===== src/rtl/aes_pkg.sv =====
// ============================================================================
// Module : aes_pkg
// Brief  : Shared loader constants and state encoding for the AES input path.
// Rev    : 1.0 - initial release
// ============================================================================
`default_nettype none

package aes_pkg;

   localparam int WORDS_PER_BLOCK     = 4;
   localparam int TIMEOUT_CYC_DEFAULT = 64;

   typedef logic [2:0] aes_state_t;

   localparam aes_state_t ST_IDLE  = 3'd0;
   localparam aes_state_t ST_KEY   = 3'd1;
   localparam aes_state_t ST_DATA  = 3'd2;
   localparam aes_state_t ST_RUN   = 3'd3;
   localparam aes_state_t ST_DRAIN = 3'd4;

endpackage

`default_nettype wire


===== src/rtl/aes_word_shift.sv =====
// ============================================================================
// Module : aes_word_shift
// Brief  : 128-bit block register loaded one 32-bit word at a time; index 0
//          lands in the most significant word.
// Rev    : 1.0 - initial release
// ============================================================================
`default_nettype none

module aes_word_shift
   import aes_pkg::*;
(
   input  logic         clk,
   input  logic         rst_n,
   input  logic         i_load,
   input  logic [1:0]   i_idx,
   input  logic [31:0]  i_word,
   output logic [127:0] o_block
);

   logic [127:0] r_block;
   logic [6:0]   w_lsb;

   // Inverting the index maps word 0 to bits [127:96] and word 3 to [31:0].
   assign w_lsb = {~i_idx, 5'b0_0000};

   always_ff @(posedge clk or negedge rst_n) begin
      if (!rst_n) begin
         r_block <= '0;
      end else if (i_load) begin
         r_block[w_lsb +: 32] <= i_word;
      end
   end

   assign o_block = r_block;

endmodule

`default_nettype wire


===== src/rtl/aes_in_loader.sv =====
// ============================================================================
// Module : aes_in_loader
// Brief  : Collects host words into key/data blocks, runs the AES core and
//          supervises completion with a cycle timeout.
// Rev    : 1.0 - initial release
// ============================================================================
`default_nettype none

module aes_in_loader
   import aes_pkg::*;
#(
   parameter int TIMEOUT_CYC = TIMEOUT_CYC_DEFAULT
)
(
   input  logic         AES_clk,
   input  logic         AES_rst_n,
   input  logic         ld_word_valid,
   output logic         ld_word_ready,
   input  logic [31:0]  ld_word,
   input  logic         ld_key_reuse,
   input  logic         AES_data_out_valid,
   output logic         AES_en,
   output logic [127:0] AES_data_in,
   output logic [127:0] AES_key_in,
   output logic         busy,
   output logic         done,
   output logic         err_timeout
);

   localparam logic [1:0] c_LAST_IDX     = 2'(WORDS_PER_BLOCK - 1);
   localparam logic [7:0] c_TIMEOUT_LAST = 8'(TIMEOUT_CYC - 1);

   aes_state_t r_state;
   logic [1:0] r_idx;
   logic [7:0] r_cnt;
   logic       r_key_loaded;
   logic       r_live;

   logic w_xfer;
   logic w_reuse;
   logic w_key_ld;
   logic w_dat_ld;
   logic w_last;
   logic w_run;
   logic w_to_hit;

   assign w_run    = (r_state == ST_RUN);
   assign w_xfer   = ld_word_valid & ld_word_ready;
   assign w_reuse  = ld_key_reuse & r_key_loaded;
   assign w_last   = (r_idx == c_LAST_IDX);
   assign w_to_hit = (r_cnt == c_TIMEOUT_LAST);

   assign w_key_ld = w_xfer & (((r_state == ST_IDLE) & ~w_reuse) | (r_state == ST_KEY));
   assign w_dat_ld = w_xfer & (((r_state == ST_IDLE) &  w_reuse) | (r_state == ST_DATA));

   // r_live keeps ready low while reset is held and for the release cycle.
   assign ld_word_ready = r_live & ((r_state == ST_IDLE) | (r_state == ST_KEY) |
                                    (r_state == ST_DATA));
   assign AES_en        = w_run;
   assign busy          = (r_state != ST_IDLE);
   assign done          = w_run & AES_data_out_valid;
   assign err_timeout   = w_run & ~AES_data_out_valid & w_to_hit;

   always_ff @(posedge AES_clk or negedge AES_rst_n) begin
      if (!AES_rst_n) begin
         r_state      <= ST_IDLE;
         r_idx        <= 2'd0;
         r_cnt        <= 8'd0;
         r_key_loaded <= 1'b0;
         r_live       <= 1'b0;
      end else begin
         r_live <= 1'b1;
         case (r_state)
            ST_IDLE: begin
               if (w_xfer) begin
                  r_idx   <= 2'd1;
                  r_state <= w_reuse ? ST_DATA : ST_KEY;
               end
            end
            ST_KEY: begin
               if (w_xfer) begin
                  r_idx <= r_idx + 2'd1;
                  if (w_last) begin
                     r_key_loaded <= 1'b1;
                     r_state      <= ST_DATA;
                  end
               end
            end
            ST_DATA: begin
               if (w_xfer) begin
                  r_idx <= r_idx + 2'd1;
                  if (w_last) begin
                     r_cnt   <= 8'd0;
                     r_state <= ST_RUN;
                  end
               end
            end
            ST_RUN: begin
               r_cnt <= r_cnt + 8'd1;
               if (AES_data_out_valid || w_to_hit) begin
                  r_state <= ST_DRAIN;
               end
            end
            ST_DRAIN: begin
               r_state <= ST_IDLE;
            end
            default: begin
               r_state <= ST_IDLE;
            end
         endcase
      end
   end

   aes_word_shift u_key_reg (
      .clk     (AES_clk),
      .rst_n   (AES_rst_n),
      .i_load  (w_key_ld),
      .i_idx   (r_idx),
      .i_word  (ld_word),
      .o_block (AES_key_in)
   );

   aes_word_shift u_data_reg (
      .clk     (AES_clk),
      .rst_n   (AES_rst_n),
      .i_load  (w_dat_ld),
      .i_idx   (r_idx),
      .i_word  (ld_word),
      .o_block (AES_data_in)
   );

endmodule

`default_nettype wire


===== config.mk =====
export PLATFORM = sky130hd
export DESIGN_NAME = aes_in_loader
export DESIGN_NICKNAME = d
export VERILOG_FILES = /design/src/rtl/aes_pkg.sv /design/src/rtl/aes_word_shift.sv /design/src/rtl/aes_in_loader.sv
export SDC_FILE = /design/constraint.sdc
export NUM_CORES = 1
export LEC_CHECK = 0
export CORE_ASPECT_RATIO = 0.6
export CORE_MARGIN = 1
export CORE_UTILIZATION = 40
export CTS_CLUSTER_SIZE = 24
export DETAILED_ROUTE_END_ITERATION = 6
export PLACE_DENSITY_LB_ADDON = 0.25
export SLEW_MARGIN = 20
export SYNTH_ARGS = -nofsm -noshare
export SYNTH_HDL_FRONTEND = slang
export SYNTH_SLANG_ARGS = --single-unit

===== constraint.sdc =====
create_clock -name AES_clk -period 2.7 [get_ports AES_clk]
set_clock_uncertainty 0.1 [all_clocks]
set_input_delay 0.405 -clock AES_clk [delete_from_list [all_inputs] [get_ports AES_clk]]
set_output_delay 0.405 -clock AES_clk [all_outputs]
set_load 0.03 [all_outputs]

==> reports/metrics.cfg <==
[sta]
final.setup.tns_ps=0
whs_ps=291
period_minus_slack_ps=2510
clock.fmax_ghz=0.398
slew-limit-headroom_pct=50.4
final-hold-violation-count=0
setup_viol=0
rsz0062_at_grt=no
slew_violations=0
worstMarginPinSlew_ps=742
fin_crit_sh_pct=93.0

[synthesis]
synth_top_area_share_pct=55.2
yosys-top-cells-area=dfrtp_1 55%, mux2_4 22%, and2_1 6.6%, mux2_2 4.3%, buf_12 2.9%
synth_edf_count=0
synthTopCellsByCount=271 x dfrtp_1, 180 x mux2_4, 130 x and2_1
synth_warnings=0
yosysMostFrequentCell=dfrtp_1
synthFlopType=dfrtp_1
avgSynthCellArea_um2=15.5
synth_cell_types=44
netlist_area_um2=12300
postSynth.asyncResetShare_pct=100
synth_fp_nets=836
yosysTopAreaCell=dfrtp_1
synth_seq_cells=271
synthCells=793
synth.yosys.seq_area_share_pct=55.2

[drt]
drt_pass1_iterations=4
wl_um=33400
detail-route-antenna-nets=0
detail_route.vias_per_cell=4.85
routedWlPerCell_um=21.8
num_vias=7434
drtIter0Drc=446
drc=0

[worst_setup_path]
critical-path-max-stage-delay_ps=600
critical_path_class=reg -> out
endpoint_kind=output port
path_delay_family=buffers and inverters
critPathMaxFanout=9
cp-start-kind=register
crit_path_cell_trace=nor2_1 > nand2_1 > clkdlybuf4s50_1
critical_path_required_ps=2190
arrival_ps=2010
path_buf_inv=1
crit_slowest_cell=clkdlybuf4s50_1

[floorplan]
die_height_um=138
die_width_um=228
fp-row-count=49
pin_count=298
die-area_um2=31400
coreArea_um2=30000
start_util_pct=40.9

[place]
hpwlAfterDp_um=23500
dp.cells=1485
gp_routability_congestion=0.795
port_buffers=297

[power]
leakagePower_uw=0.00759
p_per_area_nw_per_um2=998
ir_drop_mv=0.619
power_uw=16500

[clocking]
cts_tree=yes
clock-sinks=271
insertion_delay_ps=550
clockBufferDepth=3
cts_made_buffers=27
cts_root_buf=clkbuf_16
cts.htree.levels=1
cts.clk_slew.worst_paths_ps=60

[global_routing]
grt_max_degree=60
grt_pass1_wl_um=50300
overflow=0
grtUsageTotal_pct=21.1
grt_pass1_vias=7756
grt_antenna_before_repair=0

[outcome]
outcome=finished clean

[worst_hold_path]
hold_class=in -> async

[finish]
n_antenna_cell=0
drive_gt1_share_pct=28.3
nNetsFinal=1150
areaGrowthSynthToFinish_pct=34.4
final_cells=1533

[run]
cap_violations=0

==> flip-flops by register name, summed over array words and instances (netlist names) <==
signal and count:
u_data_reg.o_block 128, u_key_reg.o_block 128, r_cnt 8, r_state 3, r_idx 2, r_key_loaded 1, r_live 1
==> per-stage QoR <==
step / setup slack (ps) / util (%) / area, µm²
floorplan: 662 / - / 12300
global placement: 193 / 52.1 / 15700
detailed placement: 120 / 52.1 / 15700
CTS: 7.02 / 54.9 / 16500
global route: 70.3 / 54.9 / 16500
finish: 188 / 54.9 / 16500
==> final cells by class <==
class	count	area, µm²
clock inverter	2	13.8
multi-input combinational	466	4950
clock buffer	45	813
inverter	6	22.5
sequential	271	6780
timing repair buffer	335	3410
fill	2471	13500
tap	408	510
==> power by group <==
part / leakage (µW) / switching (µW) / internal, µW
combinational: 0.00348 / 3890 / 3270
sequential: 0.00371 / 649 / 5060
clock: 0.000404 / 1570 / 2030
==> path summary, 6_finish.rpt <==
path | startpoint | depth (start not counted) | slack [ps] | endpoint
setup reg to reg | r_state[1] | 5 | 460 | u_data_reg.o_block[52]
max in group asynchronous | AES_rst_n | 3 | 1400 | u_data_reg.o_block[30]
hold / removal | AES_rst_n | 2 | 290 | u_key_reg.o_block[4]
min in group AES_clk | AES_data_out_valid | 3 | 370 | r_state[2]
setup / recovery | r_state[2] | 3 | 190 | busy
hold reg to reg | u_key_reg.o_block[77] | 1 | 380 | u_key_reg.o_block[77]
==> what timing repair did <==
action / in CTS / in global routing
setup endpoints to repair: 2 / 2
hold endpoints to repair: 50 / 0
pin swaps: 0 / 0
buffers inserted: 0 / 0
hold buffers: 1 / 0
resized for setup: 4 / 2
==> layout by cell type (no fill, tap or decap), drive strengths merged, types with 4 or more instances in the layout <==
cell type,n
o21ai,6
dfrtp,271
buf,38
inv,7
nand2,10
and2,130
nor2,12
clkbuf,46
ha,6
clkdlybuf4s50,293
mux2,256
and3,8
a21oi,4
==> kinds of logic (layout without fill, tap and decap cells) <==
kind of cell / after synthesis / after routing / share of synthesized area [%]
flops: 271 / 271 / 55.2
mux: 259 / 259 / 29.2
simple gates: 174 / 174 / 8.62
buf+inv: 56 / 388 / 4.81
compound gates: 25 / 25 / 1.42
fa+ha+maj: 6 / 6 / 0.611
other cells: 1 / 1 / 0.0305
xor+xnor: 1 / 1 / 0.0713
==> layer usage <==
metal	share of wire [%]	GRT usage (%)	vias up
met5	0	0	-
met2	43	30.9	207
met3	6.7	5.96	34
met4	1.4	3.77	0
li1	-	-	3364
met1	49	31.2	3829
(Power assumes the default switching activity.)
